File: config.mk
export PLATFORM = sky130hd
export DESIGN_NAME = button_conditioner
export DESIGN_NICKNAME = d
export VERILOG_FILES = /design/src/rtl/button_conditioner.sv
export SDC_FILE = /design/constraint.sdc
export NUM_CORES = 1
export LEC_CHECK = 0
export ABC_AREA = 0
export BUFFER_PORTS_ARGS = -buffer_cell sky130_fd_sc_hd__buf_2
export CORE_UTILIZATION = 26
export CTS_CLUSTER_SIZE = 30
export DETAILED_ROUTE_END_ITERATION = 8
export GPL_TIMING_DRIVEN = 1
export PLACE_DENSITY_LB_ADDON = 0.12
export SYNTH_ARGS = -nofsm -noshare
export SYNTH_HDL_FRONTEND = slang
export SYNTH_SLANG_ARGS = --single-unit
File: constraint.sdc
create_clock -name clk -period 5.5 [get_ports clk]
set_input_delay 0.55 -clock clk [delete_from_list [all_inputs] [get_ports clk]]
set_output_delay 0.55 -clock clk [all_outputs]
set_load 0.005 [all_outputs]
File: src/rtl/button_conditioner.sv
// button_conditioner
// ------------------
// Conditions the two raw player push-buttons for the game top level.
// Each channel does the following, independently of the other:
//   - a two-flop synchroniser brings the raw input into the clk domain;
//   - a symmetric counter filter debounces it into a stable level;
//   - a registered one-cycle pulse marks each debounced press;
//   - a saturating hold counter raises a stuck flag on long holds.
// Nothing is arbitrated between left and right, so a simultaneous press
// gives simultaneous pulses.
//
// Parameters
//   DB_COUNT    : consecutive differing samples needed to flip the level
//   STUCK_COUNT : cycles of stable-high before the stuck flag sets
//   CNT_W       : width of the debounce counter
//   STK_W       : width of the hold counter
//
// Ports
//   clk        in  : system clock, rising edge
//   rst        in  : asynchronous reset, active-low
//   pbl_raw    in  : raw left button (async, active-high, bouncy)
//   pbr_raw    in  : raw right button
//   pbl / pbr  out : one-cycle pulse per debounced press
//   pbl_level  out : debounced left level
//   pbr_level  out : debounced right level
//   stuck_l    out : left held for at least STUCK_COUNT cycles
//   stuck_r    out : right held for at least STUCK_COUNT cycles
module button_conditioner #(
    parameter int DB_COUNT    = 50000,
    parameter int STUCK_COUNT = 2000000,
    parameter int CNT_W       = 16,
    parameter int STK_W       = 22
) (
    input  logic clk,
    input  logic rst,
    input  logic pbl_raw,
    input  logic pbr_raw,
    output logic pbl,
    output logic pbr,
    output logic pbl_level,
    output logic pbr_level,
    output logic stuck_l,
    output logic stuck_r
);

    // Terminal value of the debounce counter and saturation value of the
    // hold counter, sized to the counters they are compared with.
    localparam logic [CNT_W-1:0] DB_TERM = CNT_W'(DB_COUNT - 1);
    localparam logic [STK_W-1:0] STK_MAX = STK_W'(STUCK_COUNT);

    // Bit 0 is the left channel, bit 1 the right channel.
    logic [1:0] raw_bus;
    logic [1:0] pulse_bus;
    logic [1:0] level_bus;
    logic [1:0] stuck_bus;

    assign raw_bus = {pbr_raw, pbl_raw};

    genvar gi;
    generate
        for (gi = 0; gi < 2; gi++) begin : g_chan
            logic             s1_reg;
            logic             s2_reg;
            logic             lvl_reg;
            logic             pulse_reg;
            logic [CNT_W-1:0] cnt_reg;
            logic [STK_W-1:0] hold_reg;
            logic             rise_next;

            // The level is about to flip 0 -> 1 on this edge: the pulse is
            // registered on the very same edge as the level, so the two rise
            // together and the pulse lasts exactly one cycle.
            assign rise_next = s2_reg & ~lvl_reg & (cnt_reg == DB_TERM);

            always_ff @(posedge clk or negedge rst) begin
                if (!rst) begin
                    s1_reg    <= 1'b0;
                    s2_reg    <= 1'b0;
                    lvl_reg   <= 1'b0;
                    pulse_reg <= 1'b0;
                    cnt_reg   <= '0;
                    hold_reg  <= '0;
                end else begin
                    s1_reg <= raw_bus[gi];
                    s2_reg <= s1_reg;

                    // Counter filter: any sample agreeing with the stable
                    // level restarts the count, so only an unbroken run of
                    // DB_COUNT differing samples flips the level.
                    if (s2_reg == lvl_reg) begin
                        cnt_reg <= '0;
                    end else if (cnt_reg == DB_TERM) begin
                        lvl_reg <= s2_reg;
                        cnt_reg <= '0;
                    end else begin
                        cnt_reg <= cnt_reg + CNT_W'(1);
                    end

                    pulse_reg <= rise_next;

                    // Hold counter follows the registered level, so the
                    // stuck flag lingers for the one cycle after a release.
                    if (!lvl_reg) begin
                        hold_reg <= '0;
                    end else if (hold_reg != STK_MAX) begin
                        hold_reg <= hold_reg + STK_W'(1);
                    end
                end
            end

            assign pulse_bus[gi] = pulse_reg;
            assign level_bus[gi] = lvl_reg;
            assign stuck_bus[gi] = (hold_reg == STK_MAX);
        end
    endgenerate

    assign pbl       = pulse_bus[0];
    assign pbr       = pulse_bus[1];
    assign pbl_level = level_bus[0];
    assign pbr_level = level_bus[1];
    assign stuck_l   = stuck_bus[0];
    assign stuck_r   = stuck_bus[1];

endmodule
# Word level (Yosys, flattened, before mapping)
# Index checks and enable logic that the tools add are counted.
[totals] ff_bits=84 input_bits=4 out_inout_bits=6 elab_cells=44
[classes] addsub=4 eq_ne=10 mux=8 bitwise=8 n_reduce_logical=2
[op_table] operator="22-bit 2-to-1 mux" count=4
[op_table] operator="16-bit 2-to-1 mux" count=4
[op_table] operator="22-bit by 1-bit adder with 22-bit output, second input constant" count=2
[op_table] operator="22-bit by 21-bit == test with 1-bit output, second input constant" count=2
[op_table] operator="22-bit by 21-bit != test with 1-bit output, second input constant" count=2
[op_table] operator="16-bit by 1-bit adder with 16-bit output, second input constant" count=2
[op_table] operator="16-bit == test, second input constant" count=2
[op_table] operator="1-bit bitwise AND" count=4
[op_table] operator="2-bit by 1-bit != test with 1-bit output, second input constant" count=2
[op_table] operator="1-bit NOT" count=4
[op_table] operator="2-bit AND reduction" count=2
[op_table] operator="1-bit == test" count=2

# Logic depth before layout (Yosys ltp)
[logic_depth] ltp_word=3 ltp_mapped=8 ltp_nobuf=6

# Worst setup path before layout
# OpenSTA, ideal clock, no wires.
[synth_path] path_kind="register to register" start="reg g_chan[1].lvl_reg (netlist: pbr_level)" end="reg g_chan[1].cnt_reg[10]" setup_ps=72 arrival_ps=1919 required_ps=5428 setup_slack_ps=3509 stages_incl_launch_ff=9 n_path_buf=4 synth_period_minus_slack_ps=1991 path_cell_list="dfrtp_1 clkbuf_1 inv_1 clkbuf_1 ha_1 or2_2 clkbuf_1 clkbuf_1 nor2_1"
[synth_via] elab_chain_cells=2
[synth_rtl] element="from (decl)" line_no="64" source="logic lvl_reg;"
[synth_rtl] element="from (signal assigned)" line_no="93" source="lvl_reg <= s2_reg;"
[synth_rtl] element="1-bit == test" line_no="90" source="if (s2_reg == lvl_reg) begin"
[synth_rtl] element="16-bit 2-to-1 mux" line_no="90"
[synth_rtl] element="to (signal assigned)" line_no="96" source="cnt_reg <= cnt_reg + CNT_W'(1);"
[synth_rtl] element="to (decl)" line_no="66" source="logic [CNT_W-1:0] cnt_reg;"
# No other way between the ends.
# A chain may end at the register's enable or synchronous reset.

# Worst setup path in the final report
[layout_path] start="reg g_chan[1].hold_reg[6]" end="out stuck_r"
[layout_via] elab_chain_cells=1
[layout_rtl] element="from (decl)" line_no="67" source="logic [STK_W-1:0] hold_reg;"
[layout_rtl] element="from (signal assigned)" line_no="106" source="hold_reg <= hold_reg + STK_W'(1);"
[layout_rtl] element="22-bit by 21-bit == test with 1-bit output" line_no="113" source="assign stuck_bus[gi] = (hold_reg == STK_MAX);"
[layout_rtl] element="to (decl)" line_no="43" source="output logic stuck_r"
# No other way between the ends.

==> results.py <==
metrics = {
    "drt": {
        "drt-total-wl_um": 9314,
        "drt_pass1_iterations": 4,
        "vias": 3229,
        "wire_per_inst_um": 13.82,
        "vias_per_cell": 4.791,
        "drtAntennaViolNets": 0,
        "drc": 0,
        "drtIter0Drc": 106,
    },
    "place": {
        "port_buffers": 9,
        "gp_congestion": 0.7446,
        "dp_hpwl_um": 6282,
    },
    "floorplanning": {
        "fp.coreArea_mm2": 0.01594,
        "dieWidth_um": 130.2,
        "dieArea_mm2": 0.01696,
        "die_y_um": 130.2,
        "num_io_pins": 10,
        "rows": 46,
        "initial_core_util_pct": 26.82,
    },
    "clock_tree": {
        "ctsHtreeMaxLevel": 3,
        "clk_latency_ns": 0.34,
        "cts-root-buf": "clkbuf_16",
        "path_clk_slew_ns": 0.07,
        "clock_sink_count": 84,
        "cts_tree": "done",
        "post_cts_buffers": 0,
        "ctsHoldBuffers": 0,
        "post_cts_resized": 0,
        "clk_path_buf_depth": 2,
        "numCtsBuffers": 9,
    },
    "layout": {
        "nNetsFinal": 465,
        "fillCellCount": 1705,
        "layout-drive-gt1-share_pct": 7.860,
        "seq_area_mm2": 0.002102,
        "multiInputGateArea_mm2": 0.002022,
        "antenna_cells": 0,
        "syn_to_final_growth_pct": 13.37,
        "largest_reg_flops": 44,
    },
    "worst_setup_path": {
        "start_kind": "flip-flop",
        "cp-end-kind": "output pin",
        "crit_type": "reg -> out",
        "arrival_ns": 2.16,
        "crit_required_ns": 4.95,
        "cp_max_fo": 5,
    },
    "timing": {
        "period_share_pct": 49.36,
        "clock.fmax_mhz": 368.3,
        "whs_ns": 0.06154,
        "rsz0062_at_grt": "false",
        "slew_violations": 0,
        "fin_crit_ns": 2.715,
        "worst_pin_slew_ns": 0.8696,
        "setup_tns_ns": 0,
        "slew-limit-headroom_pct": 42.03,
        "hold_violations": 0,
        "finClkSkew_ns": 0.009038,
        "setup_viol": 0,
    },
    "global_route": {
        "grt_max_degree": 68,
        "grtUsageTotal_pct": 12.56,
        "grt_pass1_vias": 3313,
        "grt_use_met3_pct": 2.255,
        "grtUsageMet2_pct": 18.93,
        "grt-ovfl-total": 0,
        "grt_antenna_before_repair": 0,
        "grtUsageMet1_pct": 17.12,
        "grt_pass1_wl_um": 16480,
        "busiest_layer": "met2",
    },
    "logic_synthesis": {
        "ys_seq_area_share_pct": 49.17,
        "synth-edff-count": 0,
        "yosysUniqueCellTypes": 40,
        "synth_seq_cells": 84,
        "avgSynthCellArea_um2": 9.543,
        "syn_inst": 448,
        "synth_area_leaders": "dfrtp_1 49%, xnor2_1 7.0%, nor2_1 5.3%",
        "async_reset_ff_share_pct": 100.0,
        "synth_area_mm2": 0.004275,
        "post-synth-top-count-cell": "dfrtp_1",
        "yosys-top-cells-count": "84 x dfrtp_1, 60 x nor2_1, 34 x xnor2_1",
        "ys_warn_count": 0,
        "synth.largest_area_cell": "dfrtp_1",
        "synth_nets": 460,
        "synth_top_flop_cell": "dfrtp_1",
        "synth_top_cell_area_share_pct": 49.17,
    },
    "pwr": {
        "ir_drop_mv": 0.1565,
        "p_leak_nw": 1.746,
        "power_density_mw_per_mm2": 271.2,
    },
    "run_status": {
        "status": "finished clean",
    },
    "min_path": {
        "hp-class": "in -> async",
    },
    "run": {
        "cap_violations": 0,
    },
}
## placed cells by master, fill, tap and decap left out, types with 6 or more instances in the layout
cell	instances
nor4bb_1	6
nand3_1	23
nand4_1	18
xnor2_1	34
or4_1	12
nand2_1	29
ha_1	8
a21oi_1	23
nor3_1	12
or3_1	13
o31ai_1	10
dfrtp_1	84
inv_1	21
buf_2	8
xor2_1	10
clkbuf_16	9
o21ai_0	11
nor2_1	60
nor4_1	16
## path summary, 6_finish.rpt
check                                                        from                                 end  slack [ns]  depth (start not counted)
min in group clk                                          pbr_raw          g_chan[1].s1_reg$_DFF_PN0_        0.31                          1
worst min-delay path                                          rst  g_chan[1].hold_reg[20]$_DFFE_PN0P_        0.06                          1
max in group asynchronous                                     rst     g_chan[1].cnt_reg[11]$_DFF_PN0_        4.30                          2
worst max-delay path            g_chan[1].hold_reg[6]$_DFFE_PN0P_                             stuck_r        2.79                          4
worst max register to register              pbl_level$_DFFE_PN0P_     g_chan[0].cnt_reg[15]$_DFF_PN0_        3.37                          4
worst min register to register         g_chan[0].s1_reg$_DFF_PN0_          g_chan[0].s2_reg$_DFF_PN0_        0.36                          0
## area by class of cell
class	count	share of cell area, %
flip-flops and latches	84	43.37
multi-input cells	327	41.71
well taps	216	5.576
clock buffers	12	5.085
inverters	21	1.626
clock inverters	4	1.497
repair buffers	10	1.136
## worst max-delay path: stages, from the launching register on
cell and delay [ns]:
dfrtp_1 0.41, nor4_1 0.38, nand4_1 0.14, nor4_1 0.66
buf_2 0.23
## stage by stage
step                      setup WS [ns]  util (%)  power, mW  cells  instance area (um^2)
after detailed placement          3.117     28.40     0.6661    658                  4528
final                             2.785     30.40      1.315    674                  4847
after CTS                         2.737     30.40      1.342    674                  4847
after floorplan                   3.509         -     0.6475    448                  4275
after global placement            3.168     28.40     0.6658    658                  4528
after global routing              2.571     30.40      1.369    674                  4847
## report_power, final
group | leakage [nW] | internal, mW | switching (mW)
Clock | 0.153 | 0.410 | 0.252
Combinational | 0.434 | 0.00583 | 0.0196
Sequential | 1.16 | 0.623 | 0.00401
## metal layers
layer | vias to the layer above | wire, um
li1 | 1601 | -
met4 | 0 | 205
met5 | - | 0
met3 | 13 | 175
met2 | 27 | 4176
met1 | 1588 | 4756
## kinds of logic after synthesis
group                      count (synthesis)  synth area share, %
muxes                                      3               0.7316
and+or+nand+nor                          220                27.89
adders and majority gates                  8                2.341
buffers and inverters                     37                3.541
xor gates and xnor gates                  44                9.014
AOI/OAI and AO/OA                         52                7.316
DFF                                       84                49.17
No activity file was read; power rests on OpenSTA's default activity.
